==> config.mk <==
export PLATFORM = sky130hd
export DESIGN_NAME = histo_frame_rx
export DESIGN_NICKNAME = d
export VERILOG_FILES = /design/src/rtl/histo_link_pkg.sv /design/src/rtl/uart_byte_rx.sv /design/src/rtl/histo_frame_rx.sv
export SDC_FILE = /design/constraint.sdc
export NUM_CORES = 1
export LEC_CHECK = 0
export BUFFER_PORTS_ARGS = -buffer_cell sky130_fd_sc_hd__buf_2
export CAP_MARGIN = 40
export CORE_MARGIN = 5
export CORE_UTILIZATION = 54
export CTS_BUF_LIST = sky130_fd_sc_hd__clkbuf_8 sky130_fd_sc_hd__clkbuf_16
export DETAILED_ROUTE_END_ITERATION = 7
export HOLD_SLACK_MARGIN = 0.12
export PLACE_DENSITY = 0.76
export SLEW_MARGIN = 20
export SYNTH_ARGS = -nofsm -noshare
export SYNTH_HDL_FRONTEND = slang
export SYNTH_SLANG_ARGS = --single-unit
export TNS_END_PERCENT = 10
==> constraint.sdc <==
create_clock -name clk -period 3.7 [get_ports clk]
set_clock_uncertainty 0.2 [all_clocks]
set_input_delay 0.37 -clock clk [delete_from_list [all_inputs] [get_ports clk]]
set_output_delay 0.37 -clock clk [all_outputs]
set_load 0.1 [all_outputs]
==> src/rtl/histo_link_pkg.sv <==
// Shared definitions for both ends of the histogram UART link: frame geometry,
// error-flag bit positions, FSM state encodings and the debug view of those states.
package histo_link_pkg;

    localparam int NUM_BINS      = 1024;
    localparam int BIN_W         = 24;
    localparam int BYTES_PER_BIN = 3;
    localparam int PIX_W         = BIN_W + 10;

    localparam int ERR_W       = 3;
    localparam int ERR_STOP    = 0;
    localparam int ERR_SHORT   = 1;
    localparam int ERR_OVERRUN = 2;

    typedef enum logic [1:0] {
        HUNT,
        SYNCED,
        ASSEMBLE
    } state_t;

    typedef enum logic [1:0] {
        RX_IDLE,
        RX_START,
        RX_DATA,
        RX_STOP
    } rx_state_t;

    typedef struct packed {
        state_t    frame;
        rx_state_t rx;
    } dbg_t;

endpackage

==> src/rtl/uart_byte_rx.sv <==
// 8N1 byte receiver: 2-FF line synchroniser, mid-bit sampling, start-glitch and stop-bit
// checks, plus a saturating count of idle-high cycles used for frame-gap detection.
import histo_link_pkg::*;

module uart_byte_rx #(
    parameter int CLKS_PER_BIT = 434,
    parameter int GAP_LIMIT    = 32 * 434,
    parameter int GAP_W        = $clog2(GAP_LIMIT + 1)
) (
    input  logic             clk,
    input  logic             reset,
    input  logic             uart_rx,
    output logic             byte_valid,
    output logic [7:0]       byte_data,
    output logic             stop_err,
    output logic [GAP_W-1:0] line_idle_cnt,
    output rx_state_t        rx_state
);

    localparam int CNT_W = $clog2(CLKS_PER_BIT);
    localparam logic [CNT_W-1:0] HALF_LAST = CNT_W'(CLKS_PER_BIT / 2 - 1);
    localparam logic [CNT_W-1:0] BIT_LAST  = CNT_W'(CLKS_PER_BIT - 1);
    localparam logic [GAP_W-1:0] IDLE_MAX  = GAP_W'(GAP_LIMIT);

    logic [1:0]       sync_q;
    logic             rx_s;
    logic             rx_prev;
    logic             fall;
    rx_state_t        state_nx;
    logic [CNT_W-1:0] cnt;
    logic [CNT_W-1:0] cnt_nx;
    logic [2:0]       bit_cnt;
    logic [2:0]       bit_cnt_nx;
    logic [7:0]       shreg;
    logic [7:0]       shreg_nx;
    logic             valid_nx;
    logic             stop_err_nx;

    assign rx_s      = sync_q[1];
    assign fall      = rx_prev & ~rx_s;
    assign byte_data = shreg;

    // Synchroniser and edge history reset to the idle (high) line level.
    always_ff @(posedge clk) begin
        if (reset) begin
            sync_q  <= 2'b11;
            rx_prev <= 1'b1;
        end else begin
            sync_q  <= {sync_q[0], uart_rx};
            rx_prev <= rx_s;
        end
    end

    always_ff @(posedge clk) begin
        if (reset) rx_state <= RX_IDLE;
        else       rx_state <= state_nx;
    end

    always_comb begin
        state_nx    = rx_state;
        cnt_nx      = cnt;
        bit_cnt_nx  = bit_cnt;
        shreg_nx    = shreg;
        valid_nx    = 1'b0;
        stop_err_nx = 1'b0;
        case (rx_state)
            RX_IDLE: begin
                if (fall) begin
                    state_nx = RX_START;
                    cnt_nx   = '0;
                end
            end
            RX_START: begin
                if (cnt == HALF_LAST) begin
                    cnt_nx     = '0;
                    bit_cnt_nx = '0;
                    state_nx   = rx_s ? RX_IDLE : RX_DATA;
                end else begin
                    cnt_nx = cnt + CNT_W'(1);
                end
            end
            RX_DATA: begin
                if (cnt == BIT_LAST) begin
                    cnt_nx     = '0;
                    shreg_nx   = {rx_s, shreg[7:1]};
                    bit_cnt_nx = bit_cnt + 3'd1;
                    if (bit_cnt == 3'd7) state_nx = RX_STOP;
                end else begin
                    cnt_nx = cnt + CNT_W'(1);
                end
            end
            RX_STOP: begin
                if (cnt == BIT_LAST) begin
                    cnt_nx      = '0;
                    state_nx    = RX_IDLE;
                    valid_nx    = rx_s;
                    stop_err_nx = ~rx_s;
                end else begin
                    cnt_nx = cnt + CNT_W'(1);
                end
            end
            default: state_nx = RX_IDLE;
        endcase
    end

    always_ff @(posedge clk) begin
        if (reset) begin
            cnt           <= '0;
            bit_cnt       <= '0;
            shreg         <= '0;
            byte_valid    <= 1'b0;
            stop_err      <= 1'b0;
            line_idle_cnt <= '0;
        end else begin
            cnt        <= cnt_nx;
            bit_cnt    <= bit_cnt_nx;
            shreg      <= shreg_nx;
            byte_valid <= valid_nx;
            stop_err   <= stop_err_nx;
            // Any falling edge, even a glitch, restarts the idle measurement.
            if (fall)
                line_idle_cnt <= '0;
            else if (rx_state == RX_IDLE && rx_s && line_idle_cnt != IDLE_MAX)
                line_idle_cnt <= line_idle_cnt + GAP_W'(1);
        end
    end

endmodule

==> src/rtl/histo_frame_rx.sv <==
// Histogram link receiver: frames UART bytes into 24-bit bins, emits one write per bin,
// then reports frame completion with the pixel total, or an abort with sticky error flags.
import histo_link_pkg::*;

module histo_frame_rx #(
    parameter int CLKS_PER_BIT = 434,
    parameter int NUM_BINS     = histo_link_pkg::NUM_BINS,
    parameter int GAP_BITS     = 32
) (
    input  logic                        clk,
    input  logic                        reset,
    input  logic                        uart_rx,
    output logic                        bin_valid,
    output logic [$clog2(NUM_BINS)-1:0] bin_idx,
    output logic [BIN_W-1:0]            bin_count,
    output logic                        frame_done,
    output logic                        frame_error,
    output logic [PIX_W-1:0]            pixel_total,
    output logic [ERR_W-1:0]            err_flags,
    output dbg_t                        dbg
);

    localparam int IDX_W     = $clog2(NUM_BINS);
    localparam int GAP_LIMIT = GAP_BITS * CLKS_PER_BIT;
    localparam int GAP_W     = $clog2(GAP_LIMIT + 1);

    logic             byte_valid;
    logic [7:0]       byte_data;
    logic             stop_err;
    logic [GAP_W-1:0] line_idle_cnt;
    rx_state_t        rx_state;
    logic             gap_seen;

    state_t           state;
    state_t           state_nx;
    logic [1:0]       byte_idx;
    logic [1:0]       byte_idx_nx;
    logic [IDX_W-1:0] bin_cur;
    logic [IDX_W-1:0] bin_cur_nx;
    logic [BIN_W-1:0] word_q;
    logic [BIN_W-1:0] word_q_nx;
    logic [BIN_W-1:0] word_nx;
    logic [PIX_W-1:0] acc;
    logic [PIX_W-1:0] acc_nx;
    logic             bin_wr;
    logic             last_wr;
    logic             abort;
    logic [ERR_W-1:0] err_set;

    uart_byte_rx #(
        .CLKS_PER_BIT (CLKS_PER_BIT),
        .GAP_LIMIT    (GAP_LIMIT),
        .GAP_W        (GAP_W)
    ) u_rx (
        .clk           (clk),
        .reset         (reset),
        .uart_rx       (uart_rx),
        .byte_valid    (byte_valid),
        .byte_data     (byte_data),
        .stop_err      (stop_err),
        .line_idle_cnt (line_idle_cnt),
        .rx_state      (rx_state)
    );

    assign gap_seen  = (line_idle_cnt == GAP_W'(GAP_LIMIT));
    assign dbg.frame = state;
    assign dbg.rx    = rx_state;

    always_ff @(posedge clk) begin
        if (reset) state <= HUNT;
        else       state <= state_nx;
    end

    always_comb begin
        state_nx    = state;
        byte_idx_nx = byte_idx;
        bin_cur_nx  = bin_cur;
        word_q_nx   = word_q;
        acc_nx      = acc;
        bin_wr      = 1'b0;
        last_wr     = 1'b0;
        abort       = 1'b0;
        err_set     = '0;
        err_set[ERR_STOP] = stop_err;

        // Incoming byte merged into the partial bin, LSB byte first.
        word_nx = (byte_idx == 2'd0) ? '0 : word_q;
        word_nx[{byte_idx, 3'b000} +: 8] = byte_data;

        case (state)
            HUNT: begin
                if (gap_seen) state_nx = SYNCED;
            end
            SYNCED: begin
                if (byte_valid) begin
                    state_nx    = ASSEMBLE;
                    byte_idx_nx = 2'd1;
                    bin_cur_nx  = '0;
                    word_q_nx   = BIN_W'(byte_data);
                    acc_nx      = '0;
                end
            end
            ASSEMBLE: begin
                if (stop_err) begin
                    abort       = 1'b1;
                    byte_idx_nx = '0;
                    state_nx    = HUNT;
                end else if (gap_seen) begin
                    // The gap that cut the frame short is itself a valid sync.
                    abort              = 1'b1;
                    err_set[ERR_SHORT] = 1'b1;
                    byte_idx_nx        = '0;
                    state_nx           = SYNCED;
                end else if (byte_valid) begin
                    word_q_nx = word_nx;
                    if (byte_idx == 2'(BYTES_PER_BIN - 1)) begin
                        bin_wr      = 1'b1;
                        byte_idx_nx = '0;
                        acc_nx      = acc + PIX_W'(word_nx);
                        if (bin_cur == IDX_W'(NUM_BINS - 1)) begin
                            last_wr  = 1'b1;
                            state_nx = HUNT;
                        end else begin
                            bin_cur_nx = bin_cur + IDX_W'(1);
                        end
                    end else begin
                        byte_idx_nx = byte_idx + 2'd1;
                    end
                end
            end
            default: state_nx = HUNT;
        endcase

        // A byte landing while the previous bin write is still on the outputs is an overrun.
        if (byte_valid && bin_valid) begin
            err_set[ERR_OVERRUN] = 1'b1;
            abort                = (state == ASSEMBLE);
            bin_wr               = 1'b0;
            last_wr              = 1'b0;
            byte_idx_nx          = '0;
            state_nx             = HUNT;
        end
    end

    always_ff @(posedge clk) begin
        if (reset) begin
            byte_idx    <= '0;
            bin_cur     <= '0;
            word_q      <= '0;
            acc         <= '0;
            bin_valid   <= 1'b0;
            bin_idx     <= '0;
            bin_count   <= '0;
            frame_done  <= 1'b0;
            frame_error <= 1'b0;
            pixel_total <= '0;
            err_flags   <= '0;
        end else begin
            byte_idx    <= byte_idx_nx;
            bin_cur     <= bin_cur_nx;
            word_q      <= word_q_nx;
            acc         <= acc_nx;
            bin_valid   <= bin_wr;
            frame_done  <= last_wr;
            frame_error <= abort;
            err_flags   <= err_flags | err_set;
            if (bin_wr) begin
                bin_idx   <= bin_cur;
                bin_count <= word_nx;
            end
            if (last_wr) pixel_total <= acc_nx;
        end
    end

endmodule

==> results of run 1 <==
[worst max-delay path: cells and delay by family, from the launching register on]
kind / cells / cell delay, ns
and+or+nand+nor: 6 / 1.11
muxes: 1 / 0.22
buffers and inverters: 4 / 0.52
DFF: 1 / 0.34
AOI/OAI and AO/OA: 5 / 0.74
adders and majority gates: 2 / 0.42
[state kept, by name (all words and copies together) (netlist names), named ones only]
name and count:
acc 34, pixel_total 34, bin_count 24, word_q 24
u_rx.line_idle_cnt 14, bin_cur 10, bin_idx 10, u_rx.cnt 9
u_rx.byte_data 8, err_flags 3, u_rx.bit_cnt 3, byte_idx 2
state 2, u_rx.sync_q 2, bin_valid 1, frame_done 1
frame_error 1, u_rx.byte_valid 1, u_rx.rx_prev 1, u_rx.rx_state 1
u_rx.stop_err 1
[routing by layer]
layer / global-route usage / share of wire / wire, um / up-vias
met5: 0 / 0 / 0 / -
li1: - / - / - / 4058
met1: 0.3093 / 0.46 / 10660 / 3848
met3: 0.04345 / 0.050 / 1136 / 48
met4: 0.06900 / 0.019 / 430 / 0
met2: 0.3779 / 0.47 / 10710 / 230
[worst paths after layout]
kind	startpoint	end	slack, ns	cells past startpoint
worst max-delay path	byte_idx[1]	pixel_total[31]	0.003	18
worst min-delay path	u_rx.sync_q[0]	u_rx.sync_q[1]	0.22	1
worst max register to register	byte_idx[1]	pixel_total[31]	0.003	18
worst min register to register	u_rx.sync_q[0]	u_rx.sync_q[1]	0.22	1
[repair_timing]
item | in CTS | in global routing
buffers inserted | 5 | 2
hold buffers | 1 | 0
gates resized for setup | 20 | 53
pin swaps | 10 | 23
hold endpoints to repair | 1 | 0
endpoints found under the setup margin | 36 | 36
[report_power, final]
part	switching, W	leakage [nW]	total (W)	internal (W)
clock network	0.000823	0.287	0.00191	0.00108
logic	0.0000554	2.61	0.0000726	0.0000172
registers	0.00000837	1.51	0.00203	0.00202
[cell usage in the layout, fill, tap and decap left out, types with 23 or more instances in the layout]
cell type,synthesis,layout
a211oi_1,40,37
a21oi_1,104,89
a22oi_1,32,23
buf_2,9,79
buf_4,3,94
dfxtp_1,187,185
ha_1,40,29
inv_1,28,24
nand2_1,110,108
nand3_1,39,39
nor2_1,151,150
o21ai_0,35,28
[cells by family after synthesis]
group	count (synthesis)	share of synthesized area
multiplexers	15	0.01688
XOR/XNOR	40	0.03905
flip-flops	187	0.4173
adder cells (fa/ha/maj)	41	0.05802
AND/OR/NAND/NOR	415	0.2180
buffers and inverters	91	0.04059
AO/OA/AOI/OAI	288	0.2102
[layout make-up]
class                      instances  share of cell area
multi-input combinational        799              0.4689
clock buffer                      18             0.03966
timing repair buffer             176              0.1032
inverter                          28            0.009944
tap                              220             0.02486
sequential                       187              0.3383
clock inverter                    13             0.01514
[metrics by stage]
stage | total power [W] | util | setup slack [ns] | cell area (sq um)
floorplan | 0.002128 | - | 0.01481 | 8999
global placement | 0.002142 | 0.6128 | -0.08026 | 10090
detailed placement | 0.002144 | 0.6128 | -0.2238 | 10090
CTS | 0.004020 | 0.6579 | -0.002888 | 10830
global route | 0.004129 | 0.6725 | -0.09737 | 11070
finish | 0.004006 | 0.6725 | 0.002780 | 11070
==> reports/results.tsv, run 1 <==
stage	metric	value	unit
clocking	clock_latency	0.44	ns
final_layout	instances_no_fill	1441	
global_route	grt_pass1_vias	7601	
clocking	cts_tree	done	
synth	yosysTopAreaCell	dfxtp_1	
critical_path	path_max_fanout	6	
final_layout	fin_nets	1253	
route	drt-total-wl	22940	um
critical_path	slowest_stage	dfxtp_2	
clocking	cts.htree.levels	4	
route	drc	0	
synth	synthArstFlopShare	0	
synth	avgSynthCellArea	8.330	sq um
synth	syn-num-nets	1121	
synth	syn-cell-area	0.008971	sq mm
power_and_ir_drop	peakVddDrop	0.0004499	V
critical_path	arrival	3.80	ns
final_layout	register_area	0.003746	sq mm
synth	synth-seq-cells	187	
placed_design	dp_hpwl	15690	um
final_layout	n_fill_cell	1338	
critical_path	critical_path_required	3.80	ns
global_route	grt.total_usage	0.2301	
synth	synth_commonest_cells	187 x dfxtp_1, 151 x nor2_1, 110 x nand2_1, 104 x a21oi_1, 46 x clkbuf_1	
clocking	clk_pin_slew	0.07	ns
critical_path	critical_path.startpoint_type	flop	
synth	synth-seq-area-share	0.4173	
synth	synth.most_common_cell	dfxtp_1	
timing	worst_pin_slew	0.6944	ns
timing	fmax	0.2705	GHz
power_and_ir_drop	power.density	361.8	mW/mm^2
final_layout	diodes	0	
clocking	cts-buffers-inserted	17	
clocking	cts-root-buf	clkbuf_16	
die	io_pins	81	
synth	yosys-top-cells-area	dfxtp_1 42%, nor2_1 6.3%, a21oi_1 5.8%	
global_route	grt.overflow.total	0	
timing	drv_slew	0	
timing	holdWs	0.2186	ns
power_and_ir_drop	power.leakage	4.403	nW
clocking	clock-sinks	187	
clocking	clockBufferDepth	2	
timing	hold_viol	0	
route	wl_per_cell	15.92	um
timing	fin_crit	3.697	ns
global_route	grt_pass1_wl	37470	um
placed_design	gp_congestion	0.8811	
global_route	grt_max_degree	70	
timing	tns	0	ns
synth	yosysUniqueCellTypes	71	
critical_path	endpoint_kind	flop	
timing	rsz0062_at_grt	yes	
final_layout	multi_input_area	0.005192	sq mm
final_layout	drive_gt1_frac	0.2391	
timing	relSlewSlack	0.5371	
die	start_util	0.5448	
final_layout	area_growth	23.43	%
synth	synth_top_area_frac	0.4173	
die	rows	47	
die	die_h	138.9	um
route	first_pass_iters	6	
global_route	grt_antenna_before_repair	0	
critical_path	path_class	reg2reg	
die	core	0.01647	sq mm
synth	synth_warnings	0	
die	fp.dieArea	0.01929	sq mm
critical_path	cp_slowest_stage_delay	0.34	ns
synth	syn_inst	1077	
route	drtAntennaViolNets	0	
synth	yosys_most_used_dff	dfxtp_1	
placed_design	port-buffer-count	80	
critical_path	worstPathCellList	inv_4 -> ha_4 -> nand2_2 -> nor3_4 -> buf_4 -> a22oi_2 -> inv_1 -> ha_1 -> nand2_1 -> nor2_2 -> a31o_2 -> o2111ai_4 -> buf_4 -> a21oi_2 -> or2_4 -> and4_1 -> mux2i_2 -> o31ai_1	
timing	setup_viol	0	
status	outcome	complete, no violations	
synth	synth_edf_count	0	
flow_run	maxCapViolations	0	
route	vias	8184	
timing	fin_crit_sh	0.9992	
route	drt_iter0_drc	587	
route	vias_per_cell	5.679	
placed_design	place_inst	1402	
worst_hold_path	min_path_type	reg2reg	
die	dieWidth	138.9	um
critical_path	cpMostUsedCell	buf_4	
Note: power is estimated with default switching activity, not from simulation.
==> inputs of run 2 (changes only) <==
Settings changed: CORE_UTILIZATION 54 to 43, PLACE_DENSITY 0.76 to 0.59.
==> reports/results.tsv, run 2 (synthesis gave the netlist of run 1 again) <==
stage	metric	value	unit
route	drt_iter0_drc	489	
die	core	0.02036	sq mm
power_and_ir_drop	power_frac_clock	0.472	
route	vias_per_cell	5.347	
final_layout	multi_input_area	0.005080	sq mm
critical_path	arrival	3.78	ns
final_layout	fin_nets	1246	
power_and_ir_drop	power_frac_seq	0.510	
route	drc	0	
route	vias	7940	
clocking	clk_pin_slew	0.08	ns
final_layout	register_area	0.003746	sq mm
route	first_pass_iters	5	
placed_design	dp_hpwl	16050	um
clocking	clock_latency	0.44	ns
timing	fin_crit_sh	0.9972	
timing	holdWs	0.2137	ns
power_and_ir_drop	power.density	361.1	mW/mm^2
global_route	grt_pass1_wl	38070	um
clocking	clockBufferDepth	2	
final_layout	n_fill_cell	1888	
global_route	use_met1	0.2798	
route	drtAntennaViolNets	0	
global_route	grt.total_usage	0.1924	
route	wl_per_cell	15.26	um
final_layout	diodes	0	
global_route	busiest_layer	met2	
placed_design	gp_congestion	0.8486	
clocking	cts-buffers-inserted	17	
timing	fmax	0.2710	GHz
global_route	grt_pass1_vias	7408	
timing	rsz0062_at_grt	yes	
final_layout	reg_top3	acc: 34 flops, pixel_total: 34 flops	
timing	drv_slew	0	
power_and_ir_drop	p_switching	0.0009652	W
placed_design	place_inst	1446	
critical_path	path_class	reg2reg	
route	drt-total-wl	22670	um
die	start_util	0.4405	
die	rows	52	
timing	worst_pin_slew	0.7702	ns
power_and_ir_drop	finalPower	0.003968	W
timing	setup_viol	0	
final_layout	drive_gt1_frac	0.2222	
final_layout	final_common_cell	dfxtp_1	
die	die_h	154.4	um
flow_run	maxCapViolations	0	
global_route	grt_max_degree	74	
timing	hold_viol	0	
final_layout	layout_common_cells	185 x dfxtp_1, 150 x nor2_1, 108 x nand2_1	
worst_hold_path	min_path_type	reg2reg	
power_and_ir_drop	combPwrFrac	0.018	
timing	fin_crit	3.690	ns
placed_design	port-buffer-count	80	
die	io_pins	81	
critical_path	reg2reg_slack	0.01	ns
critical_path	path_max_fanout	8	
clocking	cts-root-buf	clkbuf_16	
final_layout	area_growth	22.51	%
power_and_ir_drop	power.leakage	4.413	nW
critical_path	critical_path_required	3.80	ns
critical_path	endpoint_kind	flop	
final_layout	final_core_util	0.5397	
die	fp.dieArea	0.02385	sq mm
timing	relSlewSlack	0.4865	
power_and_ir_drop	peakVddDrop	0.0002882	V
power_and_ir_drop	internal_power	0.003003	W
critical_path	critical_path.startpoint_type	flop	
clocking	cts.htree.levels	4	
final_layout	instances_no_fill	1485	
clocking	clock-sinks	187	
global_route	grt_antenna_before_repair	0	
global_route	grt.overflow.total	0	
global_route	grt_use_met2	0.2976	
status	outcome	complete, no violations	
power_and_ir_drop	switching_share	0.2432	
die	dieWidth	154.4	um
global_route	use_met3	0.03185	
clocking	cts_tree	done	
## run 2: changes by cell type in the layout (fill, tap and decap cells not counted), sizes merged
cell	change
buf	-7
bufinv	-2
clkbuf	-1
clkinv	+4
clkinvlp	-4
inv	+4
## run 2: what timing repair did
| action | in CTS | in global routing |
|---|---|---|
| hold buffers | 1 | 0 |
| pin swaps | 12 | 17 |
| gates resized for setup | 21 | 33 |
| setup buffers | 6 | 2 |
| hold endpoints to repair | 1 | 0 |
| endpoints found under the setup margin | 27 | 36 |
## run 2: metal layers
metal / vias up / part of all wire
li1: 4052 / -
met3: 13 / 0.038
met1: 3728 / 0.51
met5: - / 0
met2: 147 / 0.45
met4: 0 / 0.0090
## run 2: area by class of cell
| cell class | instances | share of cell area |
|---|---|---|
| Tap cell | 270 | 0.03074 |
| Clock inverter | 15 | 0.01628 |
| Timing Repair Buffer | 169 | 0.1014 |
| Multi-Input combinational cell | 799 | 0.4622 |
| Inverter | 28 | 0.009791 |
| Clock buffer | 17 | 0.03871 |
| Sequential cell | 187 | 0.3408 |
## run 2: final timing paths
check                                       end      startpoint  depth (start not counted)
worst max-delay path            pixel_total[26]     byte_idx[1]                         19
worst min-delay path             u_rx.sync_q[1]  u_rx.sync_q[0]                          1
worst max register to register  pixel_total[26]     byte_idx[1]                         19
worst min register to register   u_rx.sync_q[1]  u_rx.sync_q[0]                          1
## run 2: power by group through the flow
stage / registers [W] / clock network [W] / logic, W
final: 0.00203 / 0.00187 / 0.0000716
after global routing: 0.00203 / 0.00201 / 0.0000810
after CTS: 0.00202 / 0.00192 / 0.0000736
after detailed placement: 0.00207 / 0 / 0.0000726
after global placement: 0.00207 / 0 / 0.0000712
after floorplan: 0.00207 / 0 / 0.0000537
## run 2: critical path: stages (launching register included)
cell	delay (ns)
dfxtp_2	0.36
inv_4	0.05
ha_4	0.27
nor3_4	0.05
buf_12	0.13
a22oi_2	0.16
inv_1	0.06
ha_2	0.18
fa_2	0.37
a211oi_4	0.29
o211ai_2	0.10
nand2_2	0.12
o221ai_4	0.12
a221oi_2	0.29
buf_4	0.17
o22ai_4	0.09
buf_12	0.15
a31o_4	0.22
o211ai_1	0.09
a21oi_1	0.08
## run 2: metrics by stage
step	instance area [sq um]	setup TNS, ns	setup WS (ns)
global route	10990	-1.498	-0.1788
CTS	10880	-0.002645	-0.002645
floorplan	8999	0	0.01481
finish	10990	0	0.01031
global placement	10100	-0.6389	-0.08369
detailed placement	10110	-1.782	-0.1724
==> inputs of run 3 (changes only) <==
--- a/config.mk
+++ b/config.mk
@@ -15,3 +15,2 @@
 export PLACE_DENSITY = 0.59
-export SLEW_MARGIN = 20
 export SYNTH_ARGS = -nofsm -noshare
==> constraint.sdc (replaced) <==
create_clock -name clk -period 3.7 [get_ports clk]
set_clock_uncertainty 0.2 [all_clocks]
set_input_delay 0.555 -clock clk [delete_from_list [all_inputs] [get_ports clk]]
set_output_delay 0.555 -clock clk [all_outputs]
set_load 0.1 [all_outputs]
==> reports/results.tsv, run 3 (synthesis gave the netlist of run 1 again) <==
stage	metric	value	unit
timing	tns	0	ns
global_route	grt_max_degree	82	
final_layout	multi_input_area	0.005241	sq mm
clocking	clk_pin_slew	0.08	ns
route	first_pass_iters	5	
timing	worst_pin_slew	0.8446	ns
global_route	grt_pass1_wl	38970	um
route	drt_iter0_drc	427	
clocking	cts.htree.levels	4	
final_layout	diodes	0	
critical_path	critical_path.startpoint_type	flop	
timing	rsz0062_at_grt	yes	
timing	fin_crit	3.695	ns
final_layout	register_area	0.003746	sq mm
die	start_util	0.4405	
critical_path	reg2reg_slack	0.005	ns
clocking	clock_latency	0.44	ns
critical_path	endpoint_kind	flop	
die	fp.dieArea	0.02385	sq mm
timing	relSlewSlack	0.4369	
global_route	grt_antenna_before_repair	0	
power_and_ir_drop	finalPower	0.003951	W
critical_path	arrival	3.80	ns
critical_path	critical_path_required	3.81	ns
timing	setup_viol	0	
final_layout	fin_nets	1250	
timing	drv_slew	0	
final_layout	n_fill_cell	1901	
clocking	cts-root-buf	clkbuf_16	
power_and_ir_drop	peakVddDrop	0.0002892	V
placed_design	gp_congestion	0.8910	
critical_path	path_class	reg2reg	
global_route	grt.overflow.total	0	
clocking	clockBufferDepth	2	
die	die_h	154.4	um
die	io_pins	81	
die	dieWidth	154.4	um
global_route	grt.total_usage	0.1969	
placed_design	dpl_cell_area	0.01012	sq mm
route	drt-total-wl	23460	um
clocking	cts-buffers-inserted	17	
critical_path	path_max_fanout	8	
route	wl_per_cell	15.75	um
clocking	clock-sinks	187	
timing	hold_viol	0	
route	vias	7960	
route	drc	0	
flow_run	maxCapViolations	0	
route	drtAntennaViolNets	0	
final_layout	stdcell_area	0.01116	sq mm
final_layout	drive_gt1_frac	0.2412	
placed_design	dp_hpwl	16220	um
placed_design	port-buffer-count	80	
final_layout	layout_common_cells	185 x dfxtp_1, 149 x nor2_1, 108 x nand2_1	
final_layout	final_common_cell	dfxtp_1	
route	vias_per_cell	5.346	
timing	fmax	0.2707	GHz
timing	fin_crit_sh	0.9986	
final_layout	reg_top3	acc: 34 flops, pixel_total: 34 flops	
power_and_ir_drop	power.density	354.1	mW/mm^2
worst_hold_path	min_path_type	in2reg	
die	core	0.02036	sq mm
global_route	grt_pass1_vias	7564	
die	rows	52	
final_layout	area_growth	24.37	%
clocking	cts_tree	done	
status	outcome	complete, no violations	
power_and_ir_drop	power.leakage	4.401	nW
## run 3: changes by cell type in the layout (fill, tap and decap cells not counted), sizes merged
| cell | previous run | this run |
|---|---|---|
| buf | 168 | 172 |
| clkbuf | 17 | 18 |
| clkinv | 7 | 5 |
| clkinvlp | 0 | 1 |
## run 3: worst paths after layout
path / startpoint / endpoint / depth (start not counted)
worst max-delay path: byte_idx[0] / pixel_total[30] / 18
worst min-delay path: reset / u_rx.cnt[3] / 2
worst max register to register: byte_idx[0] / pixel_total[30] / 18
worst min register to register: u_rx.sync_q[0] / u_rx.sync_q[1] / 1
## run 3: stage by stage
step	instances	hold WS (ns)	setup slack, ns	utilization
floorplan	1077	0.1895	0.01481	-
global placement	1448	0.1984	-0.1626	0.4971
detailed placement	1448	0.1959	-0.2017	0.4971
CTS	1485	0.1659	0.01618	0.5331
global route	1489	0.1860	-0.1696	0.5479
finish	1489	0.1803	0.005218	0.5479
## run 3: timing repair
action | in CTS | in global routing
setup endpoints to repair | 32 | 39
buffers inserted | 4 | 5
hold buffers | 1 | 0
pin swaps | 15 | 33
gates resized for setup | 26 | 59
endpoints found under the hold margin | 1 | 0
## run 3: critical path, stage by stage, from the launching register on
cell and delay [ns]:
dfxtp_2 0.35, inv_4 0.05, ha_4 0.28, nor3_4 0.04, buf_6 0.13, a22oi_2 0.19, inv_2 0.07, ha_4 0.16
fa_2 0.37, a211oi_4 0.31, o211ai_2 0.11, nand2_2 0.12, o221ai_4 0.12, a221oi_2 0.33, buf_4 0.19, o22ai_4 0.10
nand2_1 0.11, mux2i_1 0.22, a311oi_1 0.11
## run 3: per-layer routing
layer	wire (um)	track usage	vias up
li1	-	-	4063
met1	11720	0.2801	3749
met5	0	0	-
met3	710	0.03185	22
met2	10670	0.3109	126
met4	351	0.05299	0
## run 3: cell type report
| type | count | area share |
|---|---|---|
| inverter | 28 | 0.009869 |
| clock inverter | 14 | 0.01357 |
| sequential | 187 | 0.3358 |
| tap | 270 | 0.03028 |
| clock buffer | 18 | 0.03936 |
| timing repair buffer | 173 | 0.1014 |
| multi-input combinational | 799 | 0.4698 |
## run 3: where the power goes
part | total [W] | internal [W] | switching (W)
registers | 0.00203 | 0.00202 | 0.00000824
clock network | 0.00185 | 0.000977 | 0.000877
logic | 0.0000721 | 0.0000171 | 0.0000550
total | 0.00395 | 0.00301 | 0.000940
